===== config.mk =====
export PLATFORM = sky130hd
export DESIGN_NAME = gf180mcu_fd_sc_mcu7t5v0__orn_evt_flat
export DESIGN_NICKNAME = d
export VERILOG_FILES = /design/src/rtl/gf180mcu_fd_sc_mcu7t5v0__orn_evt_if.sv /design/src/rtl/gf180mcu_fd_sc_mcu7t5v0__orn_evt.sv /design/src/flat_wrapper.sv
export SDC_FILE = /design/constraint.sdc
export NUM_CORES = 1
export LEC_CHECK = 0
export CAP_MARGIN = 0
export CELL_PAD_IN_SITES_DETAIL_PLACEMENT = 0
export CELL_PAD_IN_SITES_GLOBAL_PLACEMENT = 1
export CORE_AREA = 2 2 48 50
export DETAILED_ROUTE_END_ITERATION = 8
export DIE_AREA = 0 0 50 52
export GPL_TIMING_DRIVEN = 0
export PLACE_DENSITY = 0.88
export SLEW_MARGIN = 10
export SYNTH_ARGS = -nofsm -noshare
export SYNTH_HDL_FRONTEND = slang
export SYNTH_SLANG_ARGS = --single-unit

===== constraint.sdc =====
create_clock -name CLK -period 2.98 [get_ports CLK]
set_clock_uncertainty 0.2 [all_clocks]
set_input_delay 0.447 -clock CLK [delete_from_list [all_inputs] [get_ports CLK]]
set_output_delay 0.447 -clock CLK [all_outputs]
set_load 0.05 [all_outputs]

===== src/rtl/gf180mcu_fd_sc_mcu7t5v0__orn_evt_if.sv =====
// Request/status bundle for the OR-reduction event aggregator.
// The master drives requests, mask, mode and clears; the slave returns status and flags.
interface gf180mcu_fd_sc_mcu7t5v0__orn_evt_if #(
  parameter int WIDTH = 8
);
  logic [WIDTH-1:0] A;
  logic [WIDTH-1:0] MASK;
  logic             MODE;
  logic [WIDTH-1:0] CLR;
  logic [WIDTH-1:0] STAT;
  logic             Z;
  logic             ZRISE;

  modport master (
    output A,
    output MASK,
    output MODE,
    output CLR,
    input  STAT,
    input  Z,
    input  ZRISE
  );

  modport slave (
    input  A,
    input  MASK,
    input  MODE,
    input  CLR,
    output STAT,
    output Z,
    output ZRISE
  );
endinterface


===== src/rtl/gf180mcu_fd_sc_mcu7t5v0__orn_evt.sv =====
// Registered N-input OR aggregator: masked level/sticky capture, then a pipelined
// GROUP-ary OR tree whose last register is Z, plus a one-cycle rising-edge flag.
module gf180mcu_fd_sc_mcu7t5v0__orn_evt #(
  parameter int WIDTH = 8,
  parameter int GROUP = 4
) (
  input logic CLK,
  input logic RN,
  gf180mcu_fd_sc_mcu7t5v0__orn_evt_if.slave bus
);

  function automatic int lvl_w(input int l);
    int w;
    w = WIDTH;
    for (int i = 0; i < l; i++) begin
      w = (w + GROUP - 1) / GROUP;
    end
    return w;
  endfunction

  function automatic int tree_depth();
    int w;
    int d;
    w = WIDTH;
    d = 0;
    while (w > 1) begin
      w = (w + GROUP - 1) / GROUP;
      d++;
    end
    return (d < 1) ? 1 : d;
  endfunction

  function automatic int lvl_off(input int l);
    int o;
    o = 0;
    for (int i = 0; i < l; i++) begin
      o += lvl_w(i);
    end
    return o;
  endfunction

  localparam int S      = tree_depth();
  localparam int NODES  = lvl_off(S + 1);
  localparam int TREE_W = NODES - WIDTH;
  // Levels 0..S-1 feed the next level; the top node (Z) feeds nothing.
  localparam int FEED_W = NODES - 1;

  logic [WIDTH-1:0]  stat_q, stat_d;
  logic [TREE_W-1:0] tree_q, tree_d;
  logic              zrise_q, zrise_d;
  logic [FEED_W-1:0] node_vec;
  logic              z_q, z_d;

  // Set term ORed last so a same-cycle clear can never drop a new event.
  always_comb begin
    stat_d = bus.A & bus.MASK;
    if (bus.MODE) begin
      stat_d = (stat_q & ~bus.CLR) | (bus.A & bus.MASK);
    end
  end

  always_comb begin
    node_vec = '0;
    node_vec[WIDTH-1:0] = stat_q;
    for (int i = 0; i < TREE_W - 1; i++) begin
      node_vec[WIDTH+i] = tree_q[i];
    end
  end

  genvar gi, gj;
  generate
    for (gi = 1; gi <= S; gi++) begin : g_lvl
      localparam int PW      = lvl_w(gi - 1);
      localparam int LW      = lvl_w(gi);
      localparam int IN_OFF  = lvl_off(gi - 1);
      localparam int OUT_OFF = lvl_off(gi) - WIDTH;
      for (gj = 0; gj < LW; gj++) begin : g_node
        localparam int BASE = gj * GROUP;
        // A trailing partial group ORs only the bits that exist.
        localparam int CNT  = ((PW - BASE) < GROUP) ? (PW - BASE) : GROUP;
        assign tree_d[OUT_OFF+gj] = |node_vec[IN_OFF+BASE +: CNT];
      end
    end
  endgenerate

  assign z_q = tree_q[TREE_W-1];
  assign z_d = tree_d[TREE_W-1];

  always_comb begin
    zrise_d = z_d & ~z_q;
  end

  always_ff @(posedge CLK or negedge RN) begin
    if (!RN) begin
      stat_q  <= '0;
      tree_q  <= '0;
      zrise_q <= 1'b0;
    end else begin
      stat_q  <= stat_d;
      tree_q  <= tree_d;
      zrise_q <= zrise_d;
    end
  end

  assign bus.STAT  = stat_q;
  assign bus.Z     = z_q;
  assign bus.ZRISE = zrise_q;

endmodule


===== src/flat_wrapper.sv =====
// flat-port wrapper written by rule: the top's interface ports become plain ports
module gf180mcu_fd_sc_mcu7t5v0__orn_evt_flat 
#(
  parameter int WIDTH = 8,
  parameter int GROUP = 4
)
  (CLK, RN, bus_A, bus_MASK, bus_MODE, bus_CLR, bus_STAT, bus_Z, bus_ZRISE);
  gf180mcu_fd_sc_mcu7t5v0__orn_evt_if #(.WIDTH(WIDTH)) bus_i ();
  input logic CLK;
  input logic RN;
  input wire logic [$bits(bus_i.A)-1:0] bus_A;
  input wire logic [$bits(bus_i.MASK)-1:0] bus_MASK;
  input wire logic [$bits(bus_i.MODE)-1:0] bus_MODE;
  input wire logic [$bits(bus_i.CLR)-1:0] bus_CLR;
  output wire logic [$bits(bus_i.STAT)-1:0] bus_STAT;
  output wire logic [$bits(bus_i.Z)-1:0] bus_Z;
  output wire logic [$bits(bus_i.ZRISE)-1:0] bus_ZRISE;
  assign bus_i.A = bus_A;
  assign bus_i.MASK = bus_MASK;
  assign bus_i.MODE = bus_MODE;
  assign bus_i.CLR = bus_CLR;
  assign bus_STAT = bus_i.STAT;
  assign bus_Z = bus_i.Z;
  assign bus_ZRISE = bus_i.ZRISE;
  gf180mcu_fd_sc_mcu7t5v0__orn_evt #(.WIDTH(WIDTH), .GROUP(GROUP)) u_core (.CLK(CLK), .RN(RN), .bus(bus_i));
endmodule

# Word level (Yosys, flattened, before mapping)
# Index checks and enable logic that the tools add are counted.
[word_totals]
inputBits = 27
ramBits = 0
elab_cells = 13
romBits = 0
latchBits = 0
out_inout_bits = 10
memories = 0
reg_bits = 12
[op_classes]
multipliers = 0
n_bitwise = 6
n_reduce_logical = 3
n_eq_ne = 0
add_sub_neg = 0
n_shift = 0
order_cmp = 0
n_mux = 1
div_mod_pow = 0
[ops]
columns = ["cell", "count"]
rows = [
  ["8-bit bitwise AND", 2],
  ["8-bit 2-to-1 mux", 1],
  ["8-bit NOT", 1],
  ["8-bit bitwise OR", 1],
  ["4-bit OR reduction", 2],
  ["2-bit OR reduction", 1],
  ["1-bit bitwise AND", 1],
  ["1-bit NOT", 1],
]

# Longest topological paths before layout
# Gate-level depths: netlist of run 1.
[logic_depth]
word_depth = 4
depth_mapped = 3
mapped_depth_nobuf = 2

# Worst setup path before layout of run 1
# Ideal clock, no wire load.
[synth_timing]
path_kind = "flip-flop to flip-flop"
from = "reg u_core.stat_q[3], in the netlist u_core.bus.STAT[3]"
to = "reg u_core.tree_q[0]"
arrival_ns = 1.105
path_slack_ns = 1.536
path_buffers = 0
required_ns = 2.641
stages_incl_launch_ff = 2
period_less_slack_ns = 1.444
setup_time_ns = 0.139
path_cell_list = "dfrtp_1 > or4_1"
[synth_between]
elab_chain_len = 1
[synth_rtl]
columns = ["element", "line_no", "text"]
rows = [
  ["start: declaration", "gf180mcu_fd_sc_mcu7t5v0__orn_evt.sv:48", "logic [WIDTH-1:0] stat_q, stat_d;"],
  ["start signal: assignment", "gf180mcu_fd_sc_mcu7t5v0__orn_evt.sv:99", "stat_q <= stat_d;"],
  ["4-bit OR reduction", "gf180mcu_fd_sc_mcu7t5v0__orn_evt.sv:81", "assign tree_d[OUT_OFF+gj] = |node_vec[IN_OFF+BASE +: CNT];"],
  ["net u_core.tree_d[0]", "gf180mcu_fd_sc_mcu7t5v0__orn_evt.sv:49", "logic [TREE_W-1:0] tree_q, tree_d;"],
  ["end signal: assignment", "gf180mcu_fd_sc_mcu7t5v0__orn_evt.sv:100", "tree_q <= tree_d;"],
  ["end: declaration", "gf180mcu_fd_sc_mcu7t5v0__orn_evt.sv:49", ""],
]
# The timed path passes the listed nets, and every way through them passes these cells.

# Worst setup path in the final report of run 1
[layout_timing]
from = "reg u_core.stat_q[3], in the netlist u_core.bus.STAT[3]"
to = "out bus_STAT[3]"
[layout_rtl]
columns = ["element", "line_no", "text"]
rows = [
  ["end: declaration", "flat_wrapper.sv:15", "output wire logic [$bits(bus_i.STAT)-1:0] bus_STAT;"],
]
# No word-level cell between the ends.

==> results of run 1 <==
cells in the mapped netlist:
master,count
buf_2,1
dfrtp_1,12
nand2_1,16
nor2b_1,1
o21ai_0,8
or2_2,1
or4_1,2
area by class of cell:
class                      instances  area (um2)  share of cell area [%]
buffer                             1        5.00                   0.586
clock buffer                       4        36.3                    4.25
multi-input combinational         28         128                    14.9
sequential                        12         300                    35.1
tap                               28        35.0                    4.10
timing repair buffer              35         350                    41.0
worst max-delay path by stage:
stage / startpoint / end / slack [ns] / cells after the start
after floorplan: u_core.bus.STAT[3]$_DFF_PN0_ / u_core.tree_q[0]$_DFF_PN0_ / 1.54 / 1
after global placement: u_core.bus.STAT[5]$_DFF_PN0_ / bus_STAT[5] / 1.17 / 1
after detailed placement: u_core.bus.STAT[3]$_DFF_PN0_ / bus_STAT[3] / 1.16 / 1
after CTS: u_core.bus.STAT[3]$_DFF_PN0_ / bus_STAT[3] / 0.87 / 1
after global routing: u_core.bus.STAT[2]$_DFF_PN0_ / bus_STAT[2] / 0.83 / 1
final: u_core.bus.STAT[3]$_DFF_PN0_ / bus_STAT[3] / 0.88 / 1
sequential cells by signal (all words and copies together) (netlist names):
signal,count
u_core.bus.ZRISE,1
u_core.tree_q,3
u_core.bus.STAT,8
through the flow:
| stage | cells | power, mW | utilization [%] | instance area [um2] |
|---|---|---|---|---|
| after floorplan | 41 | 0.226 | - | 433 |
| after global placement | 104 | 0.283 | 38.9 | 818 |
| after detailed placement | 104 | 0.284 | 38.9 | 818 |
| after CTS | 108 | 0.410 | 40.6 | 855 |
| after global routing | 108 | 0.425 | 40.6 | 855 |
| final | 108 | 0.403 | 40.6 | 855 |
cells by family after synthesis:
family | count (synthesis) | synth area share, %
and+or+nand+nor | 20 | 20.2
AOI/OAI and AO/OA | 8 | 9.25
buffers and inverters | 1 | 1.15
DFF | 12 | 69.4
power by group:
part | internal [mW] | leakage, nW | switching (mW)
combinational | 0.0491 | 0.187 | 0.0489
clock | 0.0740 | 0.0210 | 0.0502
sequential | 0.174 | 0.144 | 0.00634
total | 0.297 | 0.352 | 0.105
layer usage:
metal / GRT usage (%) / part of all wire, % / vias up
met4: 2.78 / 0 / 0
met1: 9.17 / 36 / 190
li1: - / - / 213
met5: 0 / 0 / -
met3: 3.16 / 10 / 0
met2: 15.8 / 53 / 21
==> results.md, run 1 <==
- # setup viols final: 0
- Critical path's slowest cell: clkdlybuf4s50_1
- Worst path max stage delay: 0.81 ns
- Syn Inst Count: 41
- Slew Limit Fails: 0
- Fin worst setup slack: 0.883 ns
- Startpoint types: flop
- Slew margin rel.: 65.8%
- Routed via count: 424
- DP Worst Slack: 1.16 ns
- Family with the most delay on the worst path: buffers and inverters
- Min cycle time layout: 2.10 ns
- F_max: 0.477 GHz
- Vert. Die Dim: 52 um
- Hold path start: u_core.tree_q[2]$_DFF_PN0_
- CTS clk-pin slew, worst paths: 0.08 ns
- Pwr per Cell Area: 471 mW/mm2
- GP Congestion: 0.611
- Hold depth: 1
- R2R depth: 1
- Syn avg cell area: 10.6 um2
- Post-CTS Hold Buffers: 0
- Highest-count cells in the layout ignoring fill and taps: clkdlybuf4s50_1, nand2_1, dfrtp_1
- Peak VDD IR: 0.212 mV
- Syn Nets: 68
- RSZ-0062 raised after global routing: false
- WP data required: 2.33 ns
- Initial DRC count: 1
- Hold WC Path Type: flop to flop
- Setup bufs post-CTS: 0
- Cell Area, Synth: 433 um2
- CTS Sinks: 12
- R2R Setup Slk: 1.73 ns
- Largest net degree at the start of global routing: 13
- Sequential share of the synthesized area: 69.4%
- H-tree depth: 1
- Final hold viol count: 0
- Most common cell after layout, fill and taps aside: clkdlybuf4s50_1
- Synth area leaders: dfrtp_1, nand2_1, o21ai_0
- Nets@finish: 108
- Antenna-violating nets left: 0
- Synth top area share: 69.4%
- Root Driver: clkbuf_4
- IO Port Bufs: 35
- Cell taking the most area after synthesis: dfrtp_1
- Gr ovfl total: 0
- P_leak: 0.352 nW
- Endpoint class of the critical path: primary output
- Clk buf depth: 2
- Gates resized, CTS repair: 0
- Die width: 50 um
- Max Cap Viol: 0
- Clock tree from TritonCTS: done
- End of the worst hold path: u_core.bus.ZRISE$_DFF_PN0_
- Fillers: 214
- Fraction of layout cells with a size suffix above 1: 7.50%
- DRC Markers: 0
- Global-route wire length before repair: 1.70 mm
- Layout area overhead: 97.4%
- # IOs: 37
- Vias/cell: 3.93
- Row count: 17
- Crit path DAT: 1.45 ns
- Bufs and invs on worst path: 1
- Crit path kind: flop to primary output
- Die ar.: 0.00260 mm2
- Synth Register Bits: 12
- Min Hold Slack: 0.218 ns
- Initial Utilization: 20.6%
- WL/cell: 8.90 um
- Final setup TNS: 0 ns
- Drt first pass iters: 2
- Number of global-route vias before repair: 423
- Synth unique cells: 7
- Crit-path max FO: 3
- Reg2Reg Launch Point: u_core.bus.STAT[3]$_DFF_PN0_
- Slew @ Worst Pin: 0.512 ns
- Core area: 0.00211 mm2
- Status: complete, no violations
- Ys Warns: 0
- Initial antenna violation count: 0
- CTS buffer count: 3
- Total Routed Length: 961 um
- Reg-to-Reg End: u_core.tree_q[0]$_DFF_PN0_
- Later-pin clock latency in the skew report: 0.26 ns
- Worst path cell trace: clkdlybuf4s50_1
- Fin crit share: 70.4%
- Total GRT Usage: 8.65%
- Antenna cells: 0
Note: power is estimated with default switching activity, not from simulation.
==> run 2: changes to the inputs <==
Settings changed: CORE_AREA 2 2 48 50 to 2 2 53 55, DIE_AREA 0 0 50 52 to 0 0 55 57, PLACE_DENSITY 0.88 to 0.78.
Clock period 2.98 ns to 1.81 ns, I/O delays scaled along.
==> run 2 against run 1 <==
  * Sequential power up 64%
  * Utilization down 8.8 points
  * Register-to-register slack worse by 1.2 ns
  * Critical path type unchanged
==> results.md, run 2 (synthesized netlist as in run 1, its figures left out) <==
- Status: complete, no violations
- F_max: 0.607 GHz
- CTS Sinks: 12 (unchanged)
- CTS clk-pin slew, worst paths: 0.08 ns (about the same)
- Later-pin clock latency in the skew report: 0.26 ns (about the same)
- Fraction of layout cells with a size suffix above 1: 6.33% (-1.2 points)
- Min cycle time layout: 1.65 ns
- Initial DRC count: 0 (-1)
- Startpoint types: flop
- RSZ-0062 raised after global routing: false
- # IOs: 37 (unchanged)
- H-tree depth: 1 (unchanged)
- Reg-to-Reg End: u_core.tree_q[1]$_DFF_PN0_
- Final hold viol count: 0 (unchanged)
- Post-CTS Hold Buffers: 0 (unchanged)
- Total power: 0.608 mW (+51%)
- Global-route wire length before repair: 1.75 mm (+2.8%)
- WL/cell: 9.79 um (+10%)
- Pwr per Cell Area: 731 mW/mm2 (+55%)
- Most common cell after layout, fill and taps aside: clkdlybuf4s50_1
- DR WL met2: 565 um (+9.9%)
- Crit path DAT: 1.18 ns (-0.27 ns)
- Clock power share: 26.2% (-4.6 points)
- Max FFs per register: 8 (unchanged)
- Largest net degree at the start of global routing: 13 (unchanged)
- Max Cap Viol: 0 (unchanged)
- R2R Setup Slk: 0.56 ns (-1.17 ns)
- Endpoint class of the critical path: primary output
- Worst path max stage delay: 0.54 ns (-0.27 ns)
- Routed via count: 436 (+2.8%)
- Bufs and invs on worst path: 1 (unchanged)
- Clock tree from TritonCTS: done
- IO Port Bufs: 35 (unchanged)
- Peak VDD IR: 0.277 mV (+31%)
- Highest-count cells in the layout ignoring fill and taps: clkdlybuf4s50_1, nand2_1, dfrtp_1
- Crit path kind: flop to primary output
- Slew Limit Fails: 0 (unchanged)
- Share of power burned in combinational logic: 24.9% (+0.6 points)
- Highest metal used: met3
- Post-Layout Cell Count: 110 (+1.9%)
- Internal power: 0.434 mW (+46%)
- Layout area overhead: 92.2%
- Critical path's slowest cell: dlygate4sd2_1
- Drt first pass iters: 1 (-1)
- Sequential power share: 48.9% (+4.1 points)
- Reg2Reg Launch Point: u_core.bus.STAT[5]$_DFF_PN0_
- P_leak: 0.369 nW (+4.9%)
- End of the worst hold path: u_core.bus.STAT[0]$_DFF_PN0_
- Hold path start: bus_MODE
- Hold WC Path Type: input port to flop
- Total GRT Usage: 7.78% (-0.87 points)
- Net Sw Frac: 28.7% (+2.5 points)
- Fillers: 296 (+38%)
- R2R depth: 1 (unchanged)
- Area of the multi-input gates: 128 um2 (unchanged)
- Family with the most delay on the worst path: buffers and inverters
- Gr ovfl total: 0 (unchanged)
- WP data required: 1.34 ns (-0.99 ns)
- Nets@finish: 108 (unchanged)
- Placed Instances: 107 (+2.9%)
- Min Hold Slack: 0.122 ns (-0.0958 ns)
- Antenna cells: 0 (unchanged)
- DP Worst Slack: 0.163 ns (-1.00 ns)
- P_sw: 0.174 mW (+65%)
- Clk buf depth: 2 (unchanged)
- Register Area: 300 um2 (unchanged)
- Gates resized, CTS repair: 10 (+10)
- DRC Markers: 0 (unchanged)
- Die width: 55 um (+10%)
- Detailed Place HPWL: 916 um
- Die ar.: 0.00314 mm2 (+21%)
- Final setup TNS: 0 ns (unchanged)
- Antenna-violating nets left: 0 (unchanged)
- Vert. Die Dim: 57 um (+9.6%)
- Hold depth: 3 (+2)
- Row count: 19 (+2)
- Fin worst setup slack: 0.163 ns (-0.719 ns)
- Vias/cell: 3.96 (+0.96%)
- Initial Utilization: 16.6% (-4.0 points)
- Number of global-route vias before repair: 417 (-1.4%)
- Slew @ Worst Pin: 0.555 ns (+0.0426 ns)
- CTS buffer count: 3 (unchanged)
- Fin crit share: 91.0%
- Total Routed Length: 1.08 mm (+12%)
- Core area: 0.00262 mm2 (+24%)
- Met1 Routed Length: 418 um (+20%)
- Worst path cell trace: dlygate4sd2_1
- DR WL met3: 93 um (-5.1%)
- Crit-path max FO: 3 (unchanged)
- Setup bufs post-CTS: 0 (unchanged)
- Slew margin rel.: 62.9% (-2.9 points)
- # setup viols final: 0 (unchanged)
- Root Driver: clkbuf_4
- GP Congestion: 0.616 (+0.77%)
- Initial antenna violation count: 0 (unchanged)
run 2: cell types whose count changed in the layout (fill, tap and decap cells not counted):
cell             before  now
dlygate4sd2_1         0   10
clkbuf_8              1    0
clkdlybuf4s50_1      35   25
run 2: cell type report:
class	count	area share (%)
flip-flops and latches	12	36.1
repair buffers	35	40.6
well taps	31	4.66
clock buffers	3	2.71
multi-input cells	28	15.3
plain buffers	1	0.602
run 2: how the worst max path moves through the flow:
stage | from | to | slack, ns | cells past startpoint
2_1_floorplan | u_core.bus.STAT[3]$_DFF_PN0_ | u_core.tree_q[0]$_DFF_PN0_ | 0.37 | 1
6_report | u_core.bus.STAT[0]$_DFF_PN0_ | bus_STAT[0] | 0.16 | 1
3_3_place_gp | u_core.bus.STAT[3]$_DFF_PN0_ | bus_STAT[3] | 0.17 | 1
4_1_cts | u_core.bus.STAT[2]$_DFF_PN0_ | bus_STAT[2] | 0.14 | 1
5_1_grt | u_core.bus.STAT[6]$_DFF_PN0_ | bus_STAT[6] | 0.10 | 1
3_5_place_dp | u_core.bus.STAT[5]$_DFF_PN0_ | bus_STAT[5] | 0.16 | 1
run 2: power by group through the flow:
stage	sequential [mW]	clock [mW]	combinational, mW
3_5_place_dp	0.304	0	0.165
3_3_place_gp	0.303	0	0.163
5_1_grt	0.301	0.182	0.163
6_report	0.297	0.159	0.151
2_1_floorplan	0.355	0	0.0178
4_1_cts	0.298	0.169	0.155
run 2: metal layers:
| metal | vias up | track usage (%) |
|---|---|---|
| li1 | 213 | - |
| met1 | 205 | 9.12 |
| met2 | 18 | 13.4 |
| met3 | 0 | 2.36 |
| met4 | 0 | 2.09 |
| met5 | - | 0 |
run 2: stage by stage:
stage,util [%],instance area (um2)
2_1_floorplan,-,433
3_3_place_gp,31.4,822
3_5_place_dp,31.4,822
4_1_cts,31.8,832
5_1_grt,31.8,832
6_report,31.8,832
==> run 3: changes to the inputs <==
Settings changed: ABC_CLOCK_PERIOD_IN_PS set to 1810, CORE_AREA 2 2 53 55 to 2 2 51 53, CTS_BUF_LIST set to sky130_fd_sc_hd__clkbuf_8, CTS_CLUSTER_DIAMETER set to 100, DIE_AREA 0 0 55 57 to 0 0 53 55, PLACE_DENSITY 0.78 to 0.83.
==> run 3 against run 2 <==
  * Sequential power about the same
  * Die area decreased by 7.0%
  * Flip-flop and latch count unchanged
  * Worst hold slack gained 0.040 ns
  * Non-clock buffer count unchanged
  * Worst setup slack better by 0.044 ns
  * Critical endpoint is now bus_STAT[6]
  * Via count is 2.1% lower
  * Power up 12%
  * Combinational power is essentially flat
  * Design area increased by 2.1%
  * Cell count decreased by 0.91%
  * Largest power group unchanged
==> results.md, run 3 (synthesized netlist as in run 1, its figures left out) <==
- Antenna-violating nets left: 0 (unchanged)
- Root Driver: clkbuf_8
- Row count: 18 (-1)
- Antenna cells: 0 (unchanged)
- CTS buffer count: 3 (unchanged)
- Vias/cell: 3.92 (-1.2%)
- Peak VDD IR: 0.378 mV (+36%)
- Layout area overhead: 96.2%
- Max FFs per register: 8 (unchanged)
- WP data required: 1.34 ns (about the same)
- Slew margin rel.: 63.7% (+0.77 points)
- Critical path's slowest cell: dlygate4sd2_1
- Total power: 0.680 mW (+12%)
- Min cycle time layout: 1.60 ns (-0.0439 ns)
- Crit path DAT: 1.13 ns (-0.05 ns)
- RSZ-0062 raised after global routing: false
- Worst path max stage delay: 0.54 ns (about the same)
- Worst path cell trace: dlygate4sd2_1
- Reg2Reg Launch Point: u_core.bus.STAT[3]$_DFF_PN0_
- DP Worst Slack: 0.170 ns (+0.00671 ns)
- DRC Markers: 0 (unchanged)
- Largest net degree at the start of global routing: 13 (unchanged)
- H-tree depth: 1 (unchanged)
- Most common cell after layout, fill and taps aside: clkdlybuf4s50_1
- IO Port Bufs: 35 (unchanged)
- Nets@finish: 108 (unchanged)
- Final setup TNS: 0 ns (unchanged)
- Fin crit share: 88.5% (-2.4 points)
- Die ar.: 0.00292 mm2 (-7.0%)
- Global-route wire length before repair: 1.70 mm (-2.3%)
- Hold path start: bus_MODE
- # setup viols final: 0 (unchanged)
- Initial Utilization: 18.3% (+1.8 points)
- Crit path launch: u_core.bus.STAT[6]$_DFF_PN0_
- Crit-path max FO: 3 (unchanged)
- Detailed Place HPWL: 883 um (-3.6%)
- Crit path kind: flop to primary output
- Post-CTS Hold Buffers: 0 (unchanged)
- Hold WC Path Type: input port to flop
- R2R depth: 1 (unchanged)
- WL/cell: 9.35 um (-4.5%)
- Die width: 53 um (-3.6%)
- Slew @ Worst Pin: 0.543 ns (-0.0116 ns)
- Bufs and invs on worst path: 1 (unchanged)
- Initial DRC count: 0 (unchanged)
- Hold depth: 3 (unchanged)
- Max Cap Viol: 0 (unchanged)
- Highest-count cells in the layout ignoring fill and taps: clkdlybuf4s50_1, nand2_1, dfrtp_1
- # IOs: 37 (unchanged)
- Min Hold Slack: 0.163 ns (+0.0401 ns)
- Fillers: 266 (-10%)
- Fraction of layout cells with a size suffix above 1: 6.33% (unchanged)
- Status: complete, no violations
- F_max: 0.624 GHz (+2.7%)
- Later-pin clock latency in the skew report: 0.23 ns (-0.03 ns)
- Endpoint class of the critical path: primary output
- CTS Sinks: 12 (unchanged)
- R2R Setup Slk: 0.58 ns (+0.02 ns)
- Clock tree from TritonCTS: done
- Vert. Die Dim: 55 um (-3.5%)
- Total GRT Usage: 8.12% (+0.34 points)
- GP Congestion: 0.578 (-6.2%)
- Drt first pass iters: 1 (unchanged)
- Clk buf depth: 2 (unchanged)
- Gr ovfl total: 0 (unchanged)
- CTS clk-pin slew, worst paths: 0.05 ns (-0.03 ns)
- Fin worst setup slack: 0.207 ns (+0.0439 ns)
- Core area: 0.00236 mm2 (-9.6%)
- Pwr per Cell Area: 801 mW/mm2 (+9.6%)
- Startpoint types: flop
- Total Routed Length: 1.02 mm (-5.4%)
- Number of global-route vias before repair: 422 (+1.2%)
- Final hold viol count: 0 (unchanged)
- P_leak: 0.377 nW (+2.1%)
- Reg-to-Reg End: u_core.tree_q[0]$_DFF_PN0_
- Family with the most delay on the worst path: buffers and inverters
- End of the worst hold path: u_core.bus.STAT[5]$_DFF_PN0_
- Initial antenna violation count: 0 (unchanged)
- Routed via count: 427 (-2.1%)
- Slew Limit Fails: 0 (unchanged)
[run 3: cell count changes in the layout (fill, tap and decap cells not counted)]
cell      change
clkbuf_4      -3
clkbuf_8      +3
[run 3: area by class of cell]
class                   instances  area (um2)  share of cell area, %
clock buffers                   3        41.3                   4.86
well taps                      30        37.5                   4.42
multi-input cells              28         128                   15.0
plain buffers                   1        5.00                  0.589
flip-flops and latches         12         300                   35.3
repair buffers                 35         338                   39.8
[run 3: per-stage QoR]
| step | std cells | instance area [um2] | utilization, % |
|---|---|---|---|
| after floorplan | 41 | 433 | - |
| final | 109 | 850 | 35.9 |
| after global placement | 106 | 821 | 34.7 |
| after CTS | 109 | 850 | 35.9 |
| after detailed placement | 106 | 821 | 34.7 |
| after global routing | 109 | 850 | 35.9 |
[run 3: how the worst max path moves through the flow]
stage / slack [ns] / endpoint / cells after the start
after floorplan: 0.37 / u_core.tree_q[0]$_DFF_PN0_ / 1
after global placement: 0.17 / bus_STAT[3] / 1
after detailed placement: 0.17 / bus_STAT[7] / 1
after CTS: 0.19 / bus_STAT[7] / 1
after global routing: 0.16 / bus_STAT[3] / 1
final: 0.21 / bus_STAT[6] / 1
[run 3: report_power, final]
group	internal [mW]	switching, mW
clock network	0.146	0.0856
registers	0.288	0.0102
logic	0.0702	0.0807
[run 3: layer usage]
metal	global-route usage, %	vias to the layer above	part of all wire [%]	routed length, um
li1	-	215	-	-
met1	8.80	193	39	400
met2	15.2	19	53	539
met3	2.42	0	7.8	79
met4	2.56	0	0	0
met5	0	-	0	0
[run 3: what timing repair did]
| item | CTS | global route |
|---|---|---|
| setup buffers | 0 | 0 |
| endpoints found under the setup margin | 10 | 0 |
| hold endpoints to repair | 0 | 0 |
| gates resized for setup | 10 | 0 |
